==> src/rtl/dec_bin_pkg.sv <==
// Shared types and constants for the 3-digit BCD to 8-bit binary converter.
// Shift register layout, MSB to LSB: {hun[1:0], ten[3:0], one[3:0], bin[7:0]}.
package dec_bin_pkg;

    localparam int BIN_W   = 8;
    localparam int BCD_W   = 10;
    localparam int N_SHIFT = 8;
    localparam int CNT_W   = 3;
    localparam int SR_W    = BCD_W + BIN_W;

    localparam logic [CNT_W-1:0] CNT_LAST = CNT_W'(N_SHIFT - 1);

    typedef enum logic [1:0] {
        IDLE   = 2'd0,
        SHIFT  = 2'd1,
        FINISH = 2'd2
    } state_t;

    // True when any digit lies outside its legal BCD range.
    function automatic logic bcd_invalid(input logic [1:0] h,
                                         input logic [3:0] t,
                                         input logic [3:0] o);
        return (h == 2'd3) || (t > 4'd9) || (o > 4'd9);
    endfunction

endpackage

==> src/rtl/dec_bin_bcd_digit_adj.sv <==
// Reverse double-dabble digit correction: a nibble that received a shifted-in
// MSB (value >= 8) is pulled back into BCD range by subtracting 3.
module bcd_digit_adj (
    input  logic [3:0] din,
    output logic [3:0] dout
);

    assign dout = (din >= 4'd8) ? (din - 4'd3) : din;

endmodule

==> src/rtl/dec_bin.sv <==
// Three-digit BCD to 8-bit binary converter using reverse double-dabble:
// one load cycle, eight shift/correct cycles, one result cycle.
module dec_bin
    import dec_bin_pkg::*;
(
    input  logic             clk,
    input  logic             rst_n,
    input  logic             start,
    input  logic [1:0]       hun,
    input  logic [3:0]       ten,
    input  logic [3:0]       one,
    output logic [BIN_W-1:0] bin,
    output logic             err,
    output logic             busy,
    output logic             done
);

    state_t            state_reg;
    logic [SR_W-1:0]   sr_reg;
    logic [CNT_W-1:0]  cnt_reg;
    logic              bad_reg;

    logic [SR_W-1:0]   sr_shift;
    logic [SR_W-1:0]   sr_next;
    logic [1:0][3:0]   adj;

    assign sr_shift = {1'b0, sr_reg[SR_W-1:1]};

    // Index 0 corrects the ones nibble, index 1 the tens nibble.
    for (genvar gi = 0; gi < 2; gi++) begin : g_adj
        bcd_digit_adj u_adj (
            .din  (sr_shift[BIN_W + 4*gi +: 4]),
            .dout (adj[gi])
        );
    end

    assign sr_next = {sr_shift[SR_W-1 -: 2], adj[1], adj[0], sr_shift[BIN_W-1:0]};

    always_ff @(posedge clk or negedge rst_n) begin
        if (!rst_n) begin
            state_reg <= IDLE;
            sr_reg    <= '0;
            cnt_reg   <= '0;
            bad_reg   <= 1'b0;
            bin       <= '0;
            err       <= 1'b0;
            busy      <= 1'b0;
            done      <= 1'b0;
        end else begin
            done <= 1'b0;
            case (state_reg)
                IDLE: begin
                    if (start) begin
                        sr_reg    <= {hun, ten, one, {BIN_W{1'b0}}};
                        cnt_reg   <= '0;
                        bad_reg   <= bcd_invalid(hun, ten, one);
                        busy      <= 1'b1;
                        state_reg <= SHIFT;
                    end
                end
                SHIFT: begin
                    sr_reg  <= sr_next;
                    cnt_reg <= cnt_reg + 1'b1;
                    if (cnt_reg == CNT_LAST) begin
                        state_reg <= FINISH;
                    end
                end
                FINISH: begin
                    // Residue left in the BCD field means the value exceeded 255.
                    if (bad_reg || (|sr_reg[SR_W-1:BIN_W])) begin
                        err <= 1'b1;
                        bin <= '0;
                    end else begin
                        err <= 1'b0;
                        bin <= sr_reg[BIN_W-1:0];
                    end
                    done      <= 1'b1;
                    busy      <= 1'b0;
                    state_reg <= IDLE;
                end
                default: begin
                    state_reg <= IDLE;
                end
            endcase
        end
    end

endmodule
==> config.mk <==
export PLATFORM = sky130hd
export DESIGN_NAME = dec_bin
export DESIGN_NICKNAME = d
export VERILOG_FILES = /design/src/rtl/dec_bin_pkg.sv /design/src/rtl/dec_bin_bcd_digit_adj.sv /design/src/rtl/dec_bin.sv
export SDC_FILE = /design/constraint.sdc
export NUM_CORES = 1
export LEC_CHECK = 0
export ABC_AREA = 1
export CORE_MARGIN = 2
export CORE_UTILIZATION = 30
export CTS_CLUSTER_SIZE = 8
export DETAILED_ROUTE_END_ITERATION = 12
export PLACE_DENSITY_LB_ADDON = 0.15
export SYNTH_ARGS = -nofsm -noshare
export SYNTH_HDL_FRONTEND = slang
export SYNTH_HIERARCHICAL = 1
export SYNTH_SLANG_ARGS = --single-unit
==> constraint.sdc <==
create_clock -name clk -period 1.05 [get_ports clk]
set_input_delay 0.315 -clock clk [delete_from_list [all_inputs] [get_ports clk]]
set_output_delay 0.315 -clock clk [all_outputs]
set_load 0.02 [all_outputs]
==> results of run 1 <==
==> power breakdown <==
group          internal (mW)  total, mW  switching [mW]  leakage, nW
Clock                  0.950       1.45           0.505       0.0654
Sequential              1.82       2.18           0.357        0.445
Combinational           1.84       3.84            2.00        0.848
Total                   4.61       7.47            2.86         1.36
==> what timing repair did <==
action | 4_1_cts | 5_1_grt
gates cloned | 1 | 3
pin swaps | 17 | 8
setup endpoints to repair | 42 | 43
gates resized for setup | 92 | 54
setup buffers | 6 | 6
==> logic make-up after synthesis <==
logic type | Yosys count
AO/OA/AOI/OAI | 23
buffers and inverters | 33
XOR/XNOR | 2
AND/OR/NAND/NOR | 110
flip-flops | 35
adder cells (fa/ha/maj) | 6
==> per-layer routing <==
layer	part of all wire (%)	track usage, %	vias to the layer above
met3	2.4	2.83	7
met2	49	22.5	20
met1	48	19.7	739
li1	-	-	785
met5	0	0	-
met4	1.4	5.59	0
==> worst max-delay path, delay by kind of cell, from the launching register on <==
family           cells  cell delay [ns]
DFF                  1             0.45
and+or+nand+nor      5             0.63
==> placed cells by master, fill, tap and decap left out, types with 6 or more instances in the layout <==
cell type         n
o22ai_2           6
nor2_1           14
dfrtp_1          30
nand2_2           6
nand3_1          18
buf_6            18
inv_2             8
inv_1            17
clkdlybuf4s50_1  11
o21ai_1           6
nand2_1          55
buf_4            25
==> worst min path at each step <==
| stage | start | end | cells past startpoint |
|---|---|---|---|
| after CTS | rst_n | bin[0] | 2 |
| final | rst_n | bin[3] | 2 |
| after detailed placement | cnt_reg[1] | cnt_reg[1] | 2 |
| after global placement | cnt_reg[1] | cnt_reg[1] | 2 |
| after global routing | rst_n | bin[1] | 2 |
| after floorplan | rst_n | bad_reg | 0 |
==> synthesized netlist by cell type <==
cell      count  share of area, %
o21ai_1       1              0.29
nand2_2       2              0.72
o22ai_1       7               2.5
o21ai_0       9               2.6
xor2_1        2               1.0
nand2_1      62                13
a21boi_1      2              0.87
nand2_4       2               1.3
nor2_1       19               4.1
dfrtp_1      35                51
nand3_1      23               6.7
buf_4         2              0.87
nor2_2        1              0.36
buf_2         1              0.29
o21ai_2       2               1.0
inv_1        24               5.2
inv_2         3              0.65
ha_1          6               4.3
and2_1        1              0.36
buf_6         3               2.0
a21oi_1       2              0.58
==> area by class of cell <==
type / instances / area (um^2) / share of cell area (%)
Tap cell: 72 / 90.1 / 3.27
Clock buffer: 6 / 72.6 / 2.64
Timing Repair inverter: 1 / 11.3 / 0.409
Clock inverter: 2 / 60.1 / 2.18
Inverter: 27 / 126 / 4.59
Timing Repair Buffer: 59 / 593 / 21.6
Multi-Input combinational cell: 143 / 916 / 33.3
Sequential cell: 35 / 882 / 32.1
==> results by stage, run 1 <==
Clock network:
- The number of CTS-inserted buffers is 5.
- The longest clock path from root to sink contains 2 buffers.
- The clock latency of the later-clocked register in the worst-skew pair is 0.28 ns.
- In this run the number of H-tree levels came out at 2.
- Clock tree synthesis selected as its root buffer the cell clkbuf_8.
- The total number of clock tree sinks is 35.
- Clock-pin slew was measured on the worst setup and hold paths at 0.07 ns.
- The TritonCTS clock tree is done.
- Buffers inserted to repair hold after CTS numbered 0.

Floorplanning:
- The core box area is 0.00554 mm^2.
- From bottom edge to top edge, the die measures 79.9 um.
- The die width is 79.9 um.
- The starting density of the core is 31.2%.
- The standard-cell row count is 27.
- The I/O pin count is 24.
- The overall die area is 0.00638 mm^2.

Power and ir drop:
- The overall power after layout is 7.47 mW.
- Power spread over the standard cell area amounts to 2720 mW/mm^2.
- The analysis attributes to cell leakage a power of 1.36 nW.
- The worst ir drop on vdd is 1.47 mV.

Timing:
- The relative slew slack is 83.3%.
- The share of the clock period used by the worst path is 109%.
- Setup repair after global routing could not meet its margin everywhere.
- The worst setup skew after layout is 0.00464 ns.
- The transition time of the tightest slew-check pin is 0.250 ns.
- The clock period minus final worst setup slack is 1.14 ns.
- The maximum clock frequency is 878 MHz.
- The worst-case setup margin in the final layout is -0.0893 ns.
- The number of hold violations in the final report is 0.
- The total negative setup slack is -2.34 ns.
- Across all hold checks on the routed design, the worst slack comes to 0.390 ns.
- Setup violations remaining at the end of the flow were counted as 41.
- The count of final max-slew check failures is 0.

Flow run:
- Max-cap violations in this run came to 0.

Logic synthesis:
- The number of synthesis warnings is 6.
- After synthesis, the share of cell area in mux cells is 0%.
- The post-synthesis adder-cell area fraction is 4.35%.
- The main combinational cell family by area after synthesis is simple AND/OR/NAND/NOR gates.
- After Yosys synthesis, and, or, nand and nor cells account for 27.0% of the synthesized area.
- The complex-gate fraction of the synthesized area is 7.90%.
- The parity-gate share of the synthesized area counting xor and xnor cells is 1.01%.
- The number of synthesized register bits is 35.
- The part of the Yosys area used for sequential elements is 50.7%.
- The cell count after synthesis came out at 209.
- Summing every instance area after synthesis gives 0.00173 mm^2.
- Synthesis produced a netlist with a net count of 228.
- The count of cell types in the netlist is 21.
- A synthesized cell averages 8.26 um^2.

Layout:
- The share of final-layout standard cells stronger than drive strength 1 is 41.8%.
- The final-layout fill cell count is 539.
- After the last flow step, the layout net total stands at 291.
- The count of inserted antenna diode cells is 0.
- The register with the most flip-flops in the layout has 18 of them.
- Leaving out filler cells and counting taps, the final layout contains 345.
- Compared with the post-synthesis result, the final layout area differs by 59.3%.
- Once layout is complete, the utilization of the core stands at 49.7%.
- The finished cells cover 0.00275 mm^2.

Route:
- After detailed routing, the number of vias per cell comes to 4.50.
- The count of vias placed by the detailed router is 1,551.
- For this block, the routed nets add up to 4600 um of wire.
- Dividing the detail-routed wire length by the instance count gives 13.3 um.
- The number of DRC violations after detailed-routing iteration 0 is 82.
- The post-detailed-route count of antenna-violating nets is 0.
- The post-route DRC violation count is 0.
- The number of iterations in the first detailed-routing pass is 4.

Critical path:
- The setup path with the least slack is of type register to register.
- The reg-to-reg critical path startpoint is sr_reg[10].
- The worst-path cell with the longest stage delay is dfrtp_2.
- On the worst path, the slowest cell contributes a delay of 0.45 ns.
- The critical path goes through nor2_2, nand2_2, nor2_2, nand3_1, nand2_1.
- The critical path ends at bin[7].
- The required arrival time at the worst endpoint is 1.27 ns.
- The number of cell instances on the worst register-to-register path is 5.
- Along the worst path, the maximum fanout reaches 5.
- The endpoint class of the critical path is a register.
- The worst-case register-to-register setup slack is -0.09 ns.
- In this design, the critical path's most frequently occurring cell is nor2_2.
- The worst path arrival time is 1.36 ns.
- The type of origin of the critical path is a register.
- The critical path starts at sr_reg[10].
- The terminus of the critical flop-to-flop path is bin[7].

Place:
- The post-placement cell count is 321.
- Routability-driven placement finished with a final weighted congestion of 0.766.
- Input and output buffers added on the ports amount to 23.
- The placed wire-length estimate after detailed placement is 2730 um.
- The pre-CTS setup slack is -0.341 ns.
- The area after detailed placement is 0.00219 mm^2.

Global routing:
- The first-pass GRT wire length is 7090 um.
- For this run the aggregate overflow at the end of global routing stands at 0.
- The number of antenna violations at the first check in global routing was 0.
- The via count of the first global-routing pass is 1,487.
- The overall fraction of global-route tracks in use is 14.4%.
- The pin count of the biggest net entering global routing is 36.

Outcome:
- The final reports fail on setup timing.
- The run finished, with violations left.

Min path:
- The worst hold-check path type is primary input to asynchronous set/reset pin.
(Power assumes the default switching activity.)
==> run 2, diff against run 1 <==
--- a/config.mk
+++ b/config.mk
@@ -10,7 +10,7 @@
 export CORE_UTILIZATION = 30
 export CTS_CLUSTER_SIZE = 8
 export DETAILED_ROUTE_END_ITERATION = 12
-export PLACE_DENSITY_LB_ADDON = 0.15
+export PLACE_DENSITY = 0.56
 export SYNTH_ARGS = -nofsm -noshare
 export SYNTH_HDL_FRONTEND = slang
 export SYNTH_HIERARCHICAL = 1
==> run 2 against run 1 <==
Against the previous run:
- largest cell class is now sequential cells
- the flow still finishes with violations (setup timing)
- combinational power shrank 20%
- clock power shrank 27%
- sequential share of layout area grew 2.7 points
==> results by stage, run 2 (synthesis gave the netlist of run 1 again) <==
Global routing:
- The first-pass GRT wire length is 6480 um (was 7090 um).
- The pin count of the biggest net entering global routing is 36 (unchanged).
- The number of antenna violations at the first check in global routing is 0 (unchanged).
- The sum of overflow across all layers after global routing is 0 (unchanged).
- The via count of the first global-routing pass came to 1,407 (was 1,487).
- The overall fraction of global-route tracks in use is 13.1% (was 14.4%).

Critical path:
- The worst path arrival time was 0.81 ns (was 1.36 ns).
- The cell type group with the largest total delay on the critical path is flip-flops (was simple AND/OR/NAND/NOR gates).
- The startpoint-to-endpoint class of the critical path is register to output pin (was register to register).
- The worst-path cell with the longest stage delay was dfrtp_1 (was dfrtp_2).
- The worst-path maximum fanout is 2 (was 5).
- The delay contributed by the slowest stage of the critical path is 0.39 ns (was 0.45 ns).
- The buffering stage count on the worst path with inverters included is 1 (was 0).
- Critical-path cell list: buf_6 (was nor2_2, nand2_2, nor2_2, nand3_1, nand2_1).
- The required arrival time at the worst endpoint was 0.73 ns (was 1.27 ns).
- The endpoint class of the critical path was an output pin (was register).
- The type of origin of the critical path is a register (unchanged).

Place:
- The placer's final routability congestion estimate is 0.798 (was 0.766).
- The pre-CTS setup slack is -0.342 ns (was -0.341 ns).
- The placed wire-length estimate after detailed placement is 2620 um (was 2730 um).
- The number of buffers added on ports is 23 (unchanged).
- The area after detailed placement is 0.00222 mm^2 (was 0.00219 mm^2).

Route:
- The routed wire length was 4010 um (was 4600 um).
- The count of vias placed by the detailed router is 1,528 (was 1,551).
- The number of DRC violations after detailed-routing iteration 0 is 99 (was 82).
- The number of iterations in the first detailed-routing pass is 4 (unchanged).
- The post-route DRC violation count came to 0 (unchanged).
- The average wire per cell in the routed design is 11.5 um (was 13.3 um).
- The post-detailed-route via-to-cell ratio is 4.40 (was 4.50).
- The post-detailed-route count of antenna-violating nets was 0 (unchanged).

Layout:
- The final-layout fill cell count was 575 (was 539).
- The number of nets in the layout came to 293 (was 291).
- The number of flip-flops under the largest register name is 18 (unchanged).
- Highest-count cells in the layout ignoring fill and taps: nand2_1, buf_4, dfrtp_1 (was nand2_1, dfrtp_1, buf_4).
- The count of inserted antenna diode cells is 0 (unchanged).
- The commonest non-fill, non-tap cell in the layout was nand2_1 (unchanged).
- The share of final-layout standard cells stronger than drive strength 1 is 34.2% (was 41.8%).
- The area of all placed cells without fillers is 0.00253 mm^2 (was 0.00275 mm^2).
- The signed area change from the synthesized netlist to the final layout is 46.4% (was 59.3%).

Floorplanning:
- The overall die area was 0.00638 mm^2 (unchanged).
- The die extent in y is 79.9 um (unchanged).
- The core box area is 0.00554 mm^2 (unchanged).
- The I/O pin count is 24 (unchanged).
- The standard-cell row count is 27 (unchanged).
- The die width is 79.9 um (unchanged).
- The starting density of the core is 31.2% (unchanged).

Timing:
- The share of the clock period used by the worst path is 107% (was 109%).
- The number of hold violations in the final report came to 0 (unchanged).
- The worst setup skew after layout is 0.00472 ns (was 0.00464 ns).
- The total negative setup slack was -1.00 ns (was -2.34 ns).
- The count of final max-slew check failures is 0 (unchanged).
- The final number of setup-violating endpoints is 23 (was 41).
- The relative slew slack is 87.2% (was 83.3%).
- The clock period minus final worst setup slack is 1.12 ns (was 1.14 ns).
- The transition time of the tightest slew-check pin is 0.192 ns (was 0.250 ns).
- The worst-case setup margin in the final layout is -0.0718 ns (was -0.0893 ns).
- Unrepaired setup endpoints after global routing: yes (unchanged).
- The maximum clock frequency is 891 MHz (was 878 MHz).

Min path:
- The worst hold-check path type is primary input to asynchronous set/reset pin (unchanged).

Clock network:
- The TritonCTS clock tree is done (unchanged).
- The largest buffer count on any clock path is 2 (unchanged).
- The CTS clock-pin slew for the worst setup and hold paths was 0.07 ns (about the same).
- The clock latency of the later-clocked register in the worst-skew pair is 0.28 ns (about the same).
- The number of CTS-inserted buffers is 5 (unchanged).
- The total number of clock tree sinks was 35 (unchanged).
- The number of buffers added to fix hold violations after cts is 0 (unchanged).
- The number of levels the H-tree was split into was 2 (unchanged).
- The root buffer cell is clkbuf_8 (unchanged).

Outcome:
- Violated checks: setup timing (unchanged).
- Result of the run: complete, but fails checks (unchanged).

Power and ir drop:
- The worst ir drop on vdd is 1.06 mV (was 1.47 mV).
- The overall power after layout is 6.26 mW (was 7.47 mW).
- The leakage power is 1.27 nW (was 1.36 nW).
- The power density over the cells is 2480 mW/mm^2 (was 2720 mW/mm^2).

Flow run:
- The max capacitance violation total is 0 (unchanged).
[run 2: cell count changes in the layout (fill, tap and decap cells not counted), moves of 3 or more]
cell     delta
buf_4      +11
o22ai_1     +7
o22ai_2     -6
buf_6       -5
nand2_1     +5
o21ai_2     -3
[run 2: through the flow]
| step | utilization [%] | hold slack [ns] | std cells |
|---|---|---|---|
| after floorplan | - | 0.0194 | 209 |
| after global placement | 40.0 | 0.461 | 325 |
| after detailed placement | 40.0 | 0.465 | 325 |
| after CTS | 43.6 | 0.414 | 342 |
| after global routing | 45.6 | 0.432 | 347 |
| final | 45.6 | 0.406 | 347 |
[run 2: what timing repair did]
action	in CTS	in global routing
setup endpoints to repair	34	43
buffers inserted	8	4
gates cloned	1	1
pin swaps	15	8
gates resized for setup	80	25
[run 2: layer usage]
layer  wire length (um)  part of all wire (%)  up-vias  GRT usage [%]
met1               1960                    49      721           17.9
li1                   -                     -      791              -
met5                  0                     0        -              0
met3                 87                   2.2        2           3.17
met4                 34                  0.85        0           4.58
met2               1930                    48       14           20.2
[run 2: cell type report]
cell class | instances | area (um^2) | area share (%)
tap | 72 | 90.1 | 3.56
timing repair buffer | 62 | 557 | 22.0
clock buffer | 8 | 100 | 3.96
multi-input combinational | 143 | 790 | 31.2
sequential | 35 | 880 | 34.8
inverter | 27 | 111 | 4.41
[run 2: path summary, 6_finish.rpt]
check	start	to	slack [ns]	depth (start not counted)
setup / recovery	bin[2]	bin[2]	-0.07	1
setup reg to reg	sr_reg[10]	bin[5]	-0.06	6
hold / removal	rst_n	bin[3]	0.41	2
hold reg to reg	cnt_reg[2]	cnt_reg[2]	0.48	2
min in group clk	cnt_reg[2]	cnt_reg[2]	0.48	2
max in group asynchronous	rst_n	sr_reg[9]	0.45	2
[run 2: where the power goes]
| part | total [mW] | internal (mW) | leakage [nW] | switching (mW) |
|---|---|---|---|---|
| clock network | 1.06 | 0.599 | 0.0515 | 0.463 |
| logic | 3.08 | 1.42 | 0.776 | 1.66 |
| registers | 2.12 | 1.82 | 0.447 | 0.304 |
| total | 6.26 | 3.83 | 1.27 | 2.43 |
==> run 3, diff against run 2 <==
--- a/config.mk
+++ b/config.mk
@@ -10,7 +10,8 @@
 export CORE_UTILIZATION = 30
 export CTS_CLUSTER_SIZE = 8
 export DETAILED_ROUTE_END_ITERATION = 12
-export PLACE_DENSITY = 0.56
+export PLACE_DENSITY = 0.54
+export RECOVER_POWER = 100
 export SYNTH_ARGS = -nofsm -noshare
 export SYNTH_HDL_FRONTEND = slang
 export SYNTH_HIERARCHICAL = 1
==> constraint.sdc (replaced) <==
create_clock -name clk -period 1.1 [get_ports clk]
set_input_delay 0.33 -clock clk [delete_from_list [all_inputs] [get_ports clk]]
set_output_delay 0.33 -clock clk [all_outputs]
set_load 0.02 [all_outputs]
==> run 3 against run 2 <==
Against the previous run:
- critical endpoint is now busy
- largest cell class unchanged
- the flow still finishes with violations (setup timing)
- worst hold slack gained 0.083 ns
- sequential share of layout area shrank 1.5 points
- wire length shrank 2.3%
- core utilization grew 2.0 points
- final area grew 4.4%
- clock skew grew 0.0013 ns
- sequential cell count is the same
- clock-buffer cell count shrank 2
==> results by stage, run 3 (synthesis gave the netlist of run 1 again) <==
Critical path:
- The startpoint-to-endpoint class of the critical path is register to output pin (unchanged).
- The buffering stage count on the worst path with inverters included is 1 (unchanged).
- The worst-path cell with the longest stage delay is dfrtp_1 (unchanged).
- The worst-path maximum fanout came to 2 (unchanged).
- The type of origin of the critical path is a register (unchanged).
- Critical-path cell list: buf_6 (unchanged).
- The required arrival time at the worst endpoint is 0.77 ns (was 0.73 ns).
- The endpoint class of the critical path is an output pin (unchanged).
- The cell type group with the largest total delay on the critical path is flip-flops (unchanged).
- The worst path arrival time was 0.82 ns (was 0.81 ns).
- The delay contributed by the slowest stage of the critical path is 0.40 ns (was 0.39 ns).

Route:
- The sum of met3 wire segment lengths after detailed routing is 142 um (was 87 um).
- The post-route DRC violation count is 0 (unchanged).
- The post-detailed-route via-to-cell ratio is 4.41 (was 4.40).
- The topmost layer with routed signal wires is met4 (unchanged).
- The number of DRC violations after detailed-routing iteration 0 came to 32 (was 99).
- The post-detailed-route count of antenna-violating nets is 0 (unchanged).
- The count of vias placed by the detailed router is 1,532 (was 1,528).
- The average wire per cell in the routed design is 11.3 um (was 11.5 um).
- The number of iterations in the first detailed-routing pass is 4 (unchanged).
- The met1 layer wirelength in the final routing is 1840 um (was 1960 um).
- The routed wire length is 3920 um (was 4010 um).
- The detailed route wirelength on metal2 came to 1910 um (was 1930 um).

Timing:
- Subtracting the final worst setup slack from the clock period gives 1.15 ns.
- The final-layout worst hold slack is 0.490 ns (was 0.406 ns).
- The number of hold violations in the final report is 0 (unchanged).
- The transition time of the tightest slew-check pin is 0.488 ns (was 0.192 ns).
- The final number of setup-violating endpoints was 14 (was 23).
- The worst setup skew after layout is 0.00602 ns (was 0.00472 ns).
- The relative slew slack is 67.5% (was 87.2%).
- The worst-case setup margin in the final layout is -0.0524 ns (was -0.0718 ns).
- Unrepaired setup endpoints after global routing: yes (unchanged).
- The count of final max-slew check failures was 0 (unchanged).
- Based on the critical path, the design can be clocked at up to 868 MHz.
- After layout, the worst path uses 105% of the clock period.

Place:
- The number of buffers added on ports is 23 (unchanged).
- The placer's final routability congestion estimate came to 0.744 (was 0.798).
- The area after detailed placement is 0.00224 mm^2 (was 0.00222 mm^2).
- The placed wire-length estimate after detailed placement came to 2700 um (was 2620 um).
- The post-placement cell count is 327 (was 325).

Power and ir drop:
- The share of power burned in registers was 33.4% (was 33.8%).
- The leakage power came to 1.29 nW (was 1.27 nW).
- The internal power consumption was 3.87 mW (was 3.83 mW).
- The combinational fraction of design power is 47.7% (was 49.2%).
- The proportion of power drawn by the clock network was 19.0% (was 17.0%).
- The power density over the cells is 2380 mW/mm^2 (was 2480 mW/mm^2).
- The switching portion of total power is 38.3% (was 38.8%).
- The total net switching power is 2.40 mW (was 2.43 mW).
- The worst ir drop on vdd came to 0.913 mV (was 1.06 mV).

Clock network:
- The root buffer cell is clkbuf_8 (unchanged).
- The clock latency of the later-clocked register in the worst-skew pair is 0.28 ns (about the same).
- The TritonCTS clock tree is done (unchanged).
- The number of buffers added to fix hold violations after cts is 0 (unchanged).
- The largest buffer count on any clock path is 2 (unchanged).
- The total number of clock tree sinks came to 35 (unchanged).
- The number of levels the H-tree was split into is 2 (unchanged).
- The number of CTS-inserted buffers is 5 (unchanged).
- The CTS clock-pin slew for the worst setup and hold paths is 0.07 ns (about the same).

Min path:
- The worst hold-check path type is register to register (was primary input to asynchronous set/reset pin).

Floorplanning:
- The starting density of the core came to 31.2% (unchanged).
- The core box area is 0.00554 mm^2 (unchanged).
- The die width was 79.9 um (unchanged).
- The overall die area is 0.00638 mm^2 (unchanged).
- The I/O pin count was 24 (unchanged).
- The standard-cell row count is 27 (unchanged).
- The die extent in y is 79.9 um (unchanged).

Layout:
- The share of final-layout standard cells stronger than drive strength 1 is 37.8% (was 34.2%).
- The final cell count without fillers is 347 (unchanged).
- The number of nets in the layout is 293 (unchanged).
- The number of flip-flops under the largest register name is 18 (unchanged).
- The signed area change from the synthesized netlist to the final layout is 52.8% (was 46.4%).
- The count of inserted antenna diode cells is 0 (unchanged).
- Highest-count cells in the layout ignoring fill and taps: nand2_1, buf_4, dfrtp_1 (unchanged).
- The area of all placed cells without fillers was 0.00264 mm^2 (was 0.00253 mm^2).
- The commonest non-fill, non-tap cell in the layout is nand2_1 (unchanged).

Outcome:
- Result of the run: complete, but fails checks (unchanged).
- Violated checks: setup timing (unchanged).

Global routing:
- The sum of overflow across all layers after global routing is 0 (unchanged).
- The overall fraction of global-route tracks in use is 13.4% (was 13.1%).
- The first-pass GRT wire length was 6590 um (was 6480 um).
- The via count of the first global-routing pass is 1,455 (was 1,407).
- The number of antenna violations at the first check in global routing came to 0 (unchanged).
- The pin count of the biggest net entering global routing is 36 (unchanged).

Flow run:
- The max capacitance violation total is 0 (unchanged).
run 3: what timing repair did:
action	4_1_cts	5_1_grt
pin swaps	11	14
endpoints found under the setup margin	25	36
buffers inserted	7	5
gates resized for setup	88	35
cloned	0	0
run 3: final cells by class:
class,count,area [um^2]
multi-input combinational,141,843
tap,72,90.1
sequential,35,880
clock inverter,2,35.0
clock buffer,6,82.6
fill,566,2900
timing repair buffer,64,583
inverter,27,125
run 3: layer usage:
layer,up-vias,GRT usage (%)
met5,-,0
met4,0,4.58
met3,2,3.96
met2,22,22.3
met1,722,16.6
li1,786,-
run 3: final timing paths:
check                           start         end  slack (ns)  cells past startpoint
setup / recovery                 busy        busy       -0.05                      1
hold / removal                bad_reg     bad_reg        0.49                      2
setup reg to reg           sr_reg[13]      bin[2]       -0.01                      5
hold reg to reg               bad_reg     bad_reg        0.49                      2
max in group asynchronous       rst_n  sr_reg[14]        0.17                      2
min in group asynchronous       rst_n      bin[0]        0.56                      2
run 3: per-stage QoR:
step	total power, mW	setup slack (ns)	TNS [ns]	util [%]
after global routing	6.81	-0.107	-2.23	47.6
final	6.27	-0.0524	-0.411	47.6
after CTS	6.00	-0.0704	-0.747	45.1
after global placement	4.44	-0.275	-7.25	40.4
after detailed placement	4.49	-0.288	-7.84	40.4
after floorplan	3.56	0.00440	0	-
run 3: power groups by stage:
stage	Clock, mW	Combinational [mW]	Sequential, mW
global placement	0	2.39	2.04
detailed placement	0	2.44	2.05
finish	1.19	2.99	2.09
CTS	1.24	2.70	2.06
floorplan	0	1.49	2.07
global route	1.31	3.35	2.15
